### src/rtl/twiddle_cmult.sv
`default_nettype none
// ============================================================================
//  Module   : twiddle_cmult
//  Purpose  : Complex sample x twiddle multiplier. Generates the twiddle ROM
//             address from a frame counter, aligns samples with the one-cycle
//             ROM read latency, and emits a rounded, saturated Q8 product.
//  Revision : 1.0  initial release
// ============================================================================
module twiddle_cmult #(
   parameter int DW        = 16,
   parameter int TW        = 16,
   parameter int AW        = 5,
   parameter int FRAME_LEN = 28
) (
   input  logic          clk,
   input  logic          rst,
   input  logic          in_valid,
   input  logic          in_sop,
   input  logic [DW-1:0] in_re,
   input  logic [DW-1:0] in_im,
   output logic [AW-1:0] rom_addr,
   input  logic [TW-1:0] rom_re,
   input  logic [TW-1:0] rom_im,
   output logic          out_valid,
   output logic          out_sop,
   output logic          out_eop,
   output logic [DW-1:0] out_re,
   output logic [DW-1:0] out_im
);

   localparam int                    c_PW   = DW + TW;       // product width
   localparam int                    c_SW   = DW + TW + 1;   // sum width
   localparam logic [AW-1:0]         c_LAST = AW'(FRAME_LEN - 1);
   localparam logic signed [c_SW-1:0] c_HALF = c_SW'(128);
   localparam logic signed [c_SW-1:0] c_MAX  = c_SW'((2 ** (DW - 1)) - 1);
   localparam logic signed [c_SW-1:0] c_MIN  = c_SW'(-(2 ** (DW - 1)));

   logic [AW-1:0]           r_cnt;
   logic [AW-1:0]           w_cnt_nxt;
   logic                    w_sop_tag;
   logic                    w_eop_tag;

   logic                    r_s1_valid, r_s1_sop, r_s1_eop;
   logic signed [DW-1:0]    r_s1_re, r_s1_im;

   logic                    r_s2_valid, r_s2_sop, r_s2_eop;
   logic signed [c_PW-1:0]  r_ac, r_bd, r_ad, r_bc;

   logic signed [c_SW-1:0]  w_sum_re, w_sum_im;

   // Round half up at the Q8 binary point, then clamp to the output range
   function automatic logic [DW-1:0] f_round_sat(input logic signed [c_SW-1:0] v);
      logic signed [c_SW-1:0] r;
      r = (v + c_HALF) >>> 8;
      if (r > c_MAX)
         r = c_MAX;
      else if (r < c_MIN)
         r = c_MIN;
      return r[DW-1:0];
   endfunction

   // in_sop forces address 0 so the ROM sees the restart on the same edge
   assign rom_addr  = in_sop ? '0 : r_cnt;
   assign w_cnt_nxt = (rom_addr == c_LAST) ? '0 : rom_addr + 1'b1;
   assign w_sop_tag = in_valid & (rom_addr == '0);
   assign w_eop_tag = in_valid & (rom_addr == c_LAST);

   // Address counter advances only on accepted samples
   always_ff @(posedge clk or posedge rst) begin
      if (rst)
         r_cnt <= '0;
      else if (in_valid)
         r_cnt <= w_cnt_nxt;
   end

   // S1: capture the sample and its frame tags; ROM data lands alongside
   always_ff @(posedge clk or posedge rst) begin
      if (rst) begin
         r_s1_valid <= 1'b0;
         r_s1_sop   <= 1'b0;
         r_s1_eop   <= 1'b0;
         r_s1_re    <= '0;
         r_s1_im    <= '0;
      end else begin
         r_s1_valid <= in_valid;
         r_s1_sop   <= w_sop_tag;
         r_s1_eop   <= w_eop_tag;
         r_s1_re    <= $signed(in_re);
         r_s1_im    <= $signed(in_im);
      end
   end

   // S2: the four partial products of (a + jb)(c + jd)
   always_ff @(posedge clk or posedge rst) begin
      if (rst) begin
         r_s2_valid <= 1'b0;
         r_s2_sop   <= 1'b0;
         r_s2_eop   <= 1'b0;
         r_ac       <= '0;
         r_bd       <= '0;
         r_ad       <= '0;
         r_bc       <= '0;
      end else begin
         r_s2_valid <= r_s1_valid;
         r_s2_sop   <= r_s1_sop;
         r_s2_eop   <= r_s1_eop;
         r_ac       <= r_s1_re * $signed(rom_re);
         r_bd       <= r_s1_im * $signed(rom_im);
         r_ad       <= r_s1_re * $signed(rom_im);
         r_bc       <= r_s1_im * $signed(rom_re);
      end
   end

   // One extra bit so the sum/difference of two full products cannot wrap
   assign w_sum_re = c_SW'(r_ac) - c_SW'(r_bd);
   assign w_sum_im = c_SW'(r_ad) + c_SW'(r_bc);

   // S3: round/saturate into the outputs; data holds when nothing is valid
   always_ff @(posedge clk or posedge rst) begin
      if (rst) begin
         out_valid <= 1'b0;
         out_sop   <= 1'b0;
         out_eop   <= 1'b0;
         out_re    <= '0;
         out_im    <= '0;
      end else begin
         out_valid <= r_s2_valid;
         out_sop   <= r_s2_valid & r_s2_sop;
         out_eop   <= r_s2_valid & r_s2_eop;
         if (r_s2_valid) begin
            out_re <= f_round_sat(w_sum_re);
            out_im <= f_round_sat(w_sum_im);
         end
      end
   end

endmodule
`default_nettype wire

### config.mk
export PLATFORM = sky130hd
export DESIGN_NAME = twiddle_cmult
export DESIGN_NICKNAME = d
export VERILOG_FILES = /design/src/rtl/twiddle_cmult.sv
export SDC_FILE = /design/constraint.sdc
export NUM_CORES = 2
export LEC_CHECK = 0
export CAP_MARGIN = 40
export CORE_MARGIN = 2
export CORE_UTILIZATION = 60
export DETAILED_ROUTE_END_ITERATION = 16
export PLACE_DENSITY = 0.8
export SLEW_MARGIN = 20
export SYNTH_ARGS = -nofsm -noshare
export SYNTH_HDL_FRONTEND = slang
export SYNTH_SLANG_ARGS = --single-unit
### constraint.sdc
create_clock -name clk -period 5.9 [get_ports clk]
set_clock_uncertainty 0.1 [all_clocks]
set_input_delay 0.59 -clock clk [delete_from_list [all_inputs] [get_ports clk]]
set_output_delay 0.59 -clock clk [all_outputs]
set_load 0.005 [all_outputs]
==> impl_metrics.ini <==
[cells_and_area]
register_area_mm2 = 0.00517
fin_nets = 7322
area_growth_pct = 23.1
postLayoutCoreUtil = 0.745
multi_input_area_mm2 = 0.0397
drive_gt1_frac = 0.195
fillers = 4924

[worst_hold_path]
hold_path_class = in -> async

[clock_tree]
clkTransAtPathRegs_ns = 0.07
cts_buffers = 30
cts_tree = built
clock-sinks = 206
root_buffer = clkbuf_16
cts_buffer_depth = 3
htree_levels = 1
clock_latency_ns = 0.63

[timing]
hold_viol = 0
fin_hold_ws_ns = 0.198
period_needed_ns = 6.86
relSlewSlack = 0.515
rsz0062_at_grt = yes
fmax_ghz = 0.146
tightest_slew_ns = 0.727
period_share = 1.16
fin_ws_ns = -0.962
setup_viol = 54
maxSlewViolCount = 0
fin_setup_tns_ns = -22.13

[placed_design]
port_buffers = 107
hpwl_um = 102000
gp_congestion = 0.918

[routing]
dr.pass1.iters = 7
dr.max_layer_used = met5
drtIter0Drc = 3511
viasPerCell = 5.66
antenna_left = 0
wirelength_um = 142000
drc_errors = 0
wire_per_inst_um = 20.7
wl_met1_um = 50100
wl_met2_um = 66000
route.met3.wl_um = 13300
dr_total_vias = 38700

[yosys]
yosysUniqueCellTypes = 82
netlist_area_mm2 = 0.0486
synth_edf_count = 0
async_flop_share = 1.00
yosys_warnings = 0
yosys.area.top_type_share = 0.432
synth.most_common_cell = inv_1
ys_seq_elements = 206
syn_area_per_cell_um2 = 9.51
synthFlopType = dfrtp_1
synth_fp_nets = 6677
synth_top_cell_by_area = fa_1
ys_seq_area_frac = 0.106
synthTopCellsByArea = fa_1 (43%), ha_1 (12%), dfrtp_1 (11%)
netlist_instances = 5109
synth.top_cells.by_count = inv_1 (1206), fa_1 (1048), nand2_1 (560), and2_1 (507), ha_1 (452)

[global_route]
grt_use_total = 0.334
grt_overflow = 0
antenna_found_initial = 2
grt_max_degree = 115
grt_pass1_vias = 41400
grt_pass1_wl_um = 216000

[outcome]
violations = negative setup slack
outcome = finished, violations left

[worst_setup_path]
crit_top_cell = fa_1
crit_path_cell_trace = dlygate4sd2_1 > buf_12 > nand2_1 > fa_1 > fa_1 > fa_1 > inv_1 > fa_1 > fa_1 > inv_1 > fa_1 > inv_2 > ha_4 > a21o_1 > a21o_1 > a21oi_2 > o31ai_4 > a31oi_4 > o211ai_1 > or3b_4 > a31oi_4 > a21o_1 > a21oi_2 > xnor2_1
crit_arrival_ns = 7.31
required_ns = 6.35
criticalPathCategory = in -> reg
cp_slowest_cell = fa_1
crit_fanout = 12
critPathMaxStageDelay_ns = 0.80
endpoint_kind = flop
cp-start-kind = primary input

[floorplan]
io_pins = 108
die_h_um = 288
die_w_um = 288
start_util = 0.605
rows = 104
die_area_mm2 = 0.0832
core-area_mm2 = 0.0803

[run]
cap_violations = 0
state kept, by name, summed over array words and instances (netlist names), 5 cells and up:
signal / flops
out_im: 16
out_re: 16
r_ac: 32
r_ad: 32
r_bc: 32
r_bd: 32
r_cnt: 5
r_s1_im: 16
r_s1_re: 16
path summary, 6_finish.rpt:
check | from | end | slack (ns) | cells after the start
setup / recovery | rom_im[2] | r_bd[31] | -0.96 | 24
hold / removal | rst | out_re[1] | 0.20 | 2
setup reg to reg | r_s1_im[13] | r_bd[31] | -0.89 | 23
hold reg to reg | r_s1_eop | r_s2_eop | 0.25 | 0
max in group asynchronous | rst | r_s1_im[15] | 4.43 | 5
min in group clk | r_s1_eop | r_s2_eop | 0.25 | 0
cell usage in the layout (no fill, tap or decap), types with 44 or more instances in the layout:
cell and instances:
nand2_1 544, xor2_1 45, dfrtp_1 197, a21oi_1 86, buf_12 84, and2_1 469
xnor2_1 121, clkdlybuf4s50_1 89, a21o_1 62, ha_1 410, inv_2 45, nor2_1 120
o21ai_0 44, fa_1 1008, buf_6 64, buf_4 540, inv_1 1160
what timing repair did:
action                                  4_1_cts  5_1_grt
gates cloned                                  9        3
endpoints found under the hold margin         0        0
endpoints found under the setup margin       50       58
hold buffers                                  0        0
buffers inserted                             82       34
gates resized for setup                     247      138
pin swaps                                   178      156
kinds of logic (layout without fill, tap and decap cells):
kind of cell	Yosys count	in the layout	share of synthesized area
fa+ha+maj	1500	1500	0.548
buf+inv	1411	2080	0.110
simple gates	1396	1396	0.144
compound gates	414	414	0.0593
flops	206	206	0.106
xor+xnor	180	180	0.0325
mux	2	2	0.000464
other cells	0	2	0
critical path, delay by kind of cell:
| family | cells | cell delay (ns) |
|---|---|---|
| compound gates | 9 | 1.58 |
| fa+ha+maj | 7 | 3.59 |
| simple gates | 2 | 0.56 |
| xor+xnor | 1 | 0.12 |
| buf+inv | 5 | 0.86 |
through the flow:
| step | std cells | cell area [um^2] | setup WS, ns |
|---|---|---|---|
| 4_1_cts | 6809 | 59000 | -0.444 |
| 3_3_place_gp | 6662 | 56100 | -1.20 |
| 5_1_grt | 6838 | 59800 | -1.07 |
| 2_1_floorplan | 5109 | 49200 | -0.279 |
| 3_5_place_dp | 6665 | 56100 | -1.31 |
| 6_report | 6840 | 59800 | -0.962 |
final cells by class:
class / instances / area share
clock inverters: 20 / 0.00433
flip-flops and latches: 206 / 0.0864
multi-input cells: 3492 / 0.664
clock buffers: 36 / 0.0133
well taps: 1060 / 0.0222
diodes: 2 / 0.0000837
inverters: 1206 / 0.0758
repair buffers: 818 / 0.134
per-layer routing:
metal	vias to the layer above	global-route usage
met5	-	0
met4	4	0.208
met3	618	0.0528
met2	2119	0.539
met1	19400	0.427
li1	16500	-
Power is left out: the tool's default activity adds up to more than one toggle a clock period on the data nets, which glitch-free logic cannot reach.
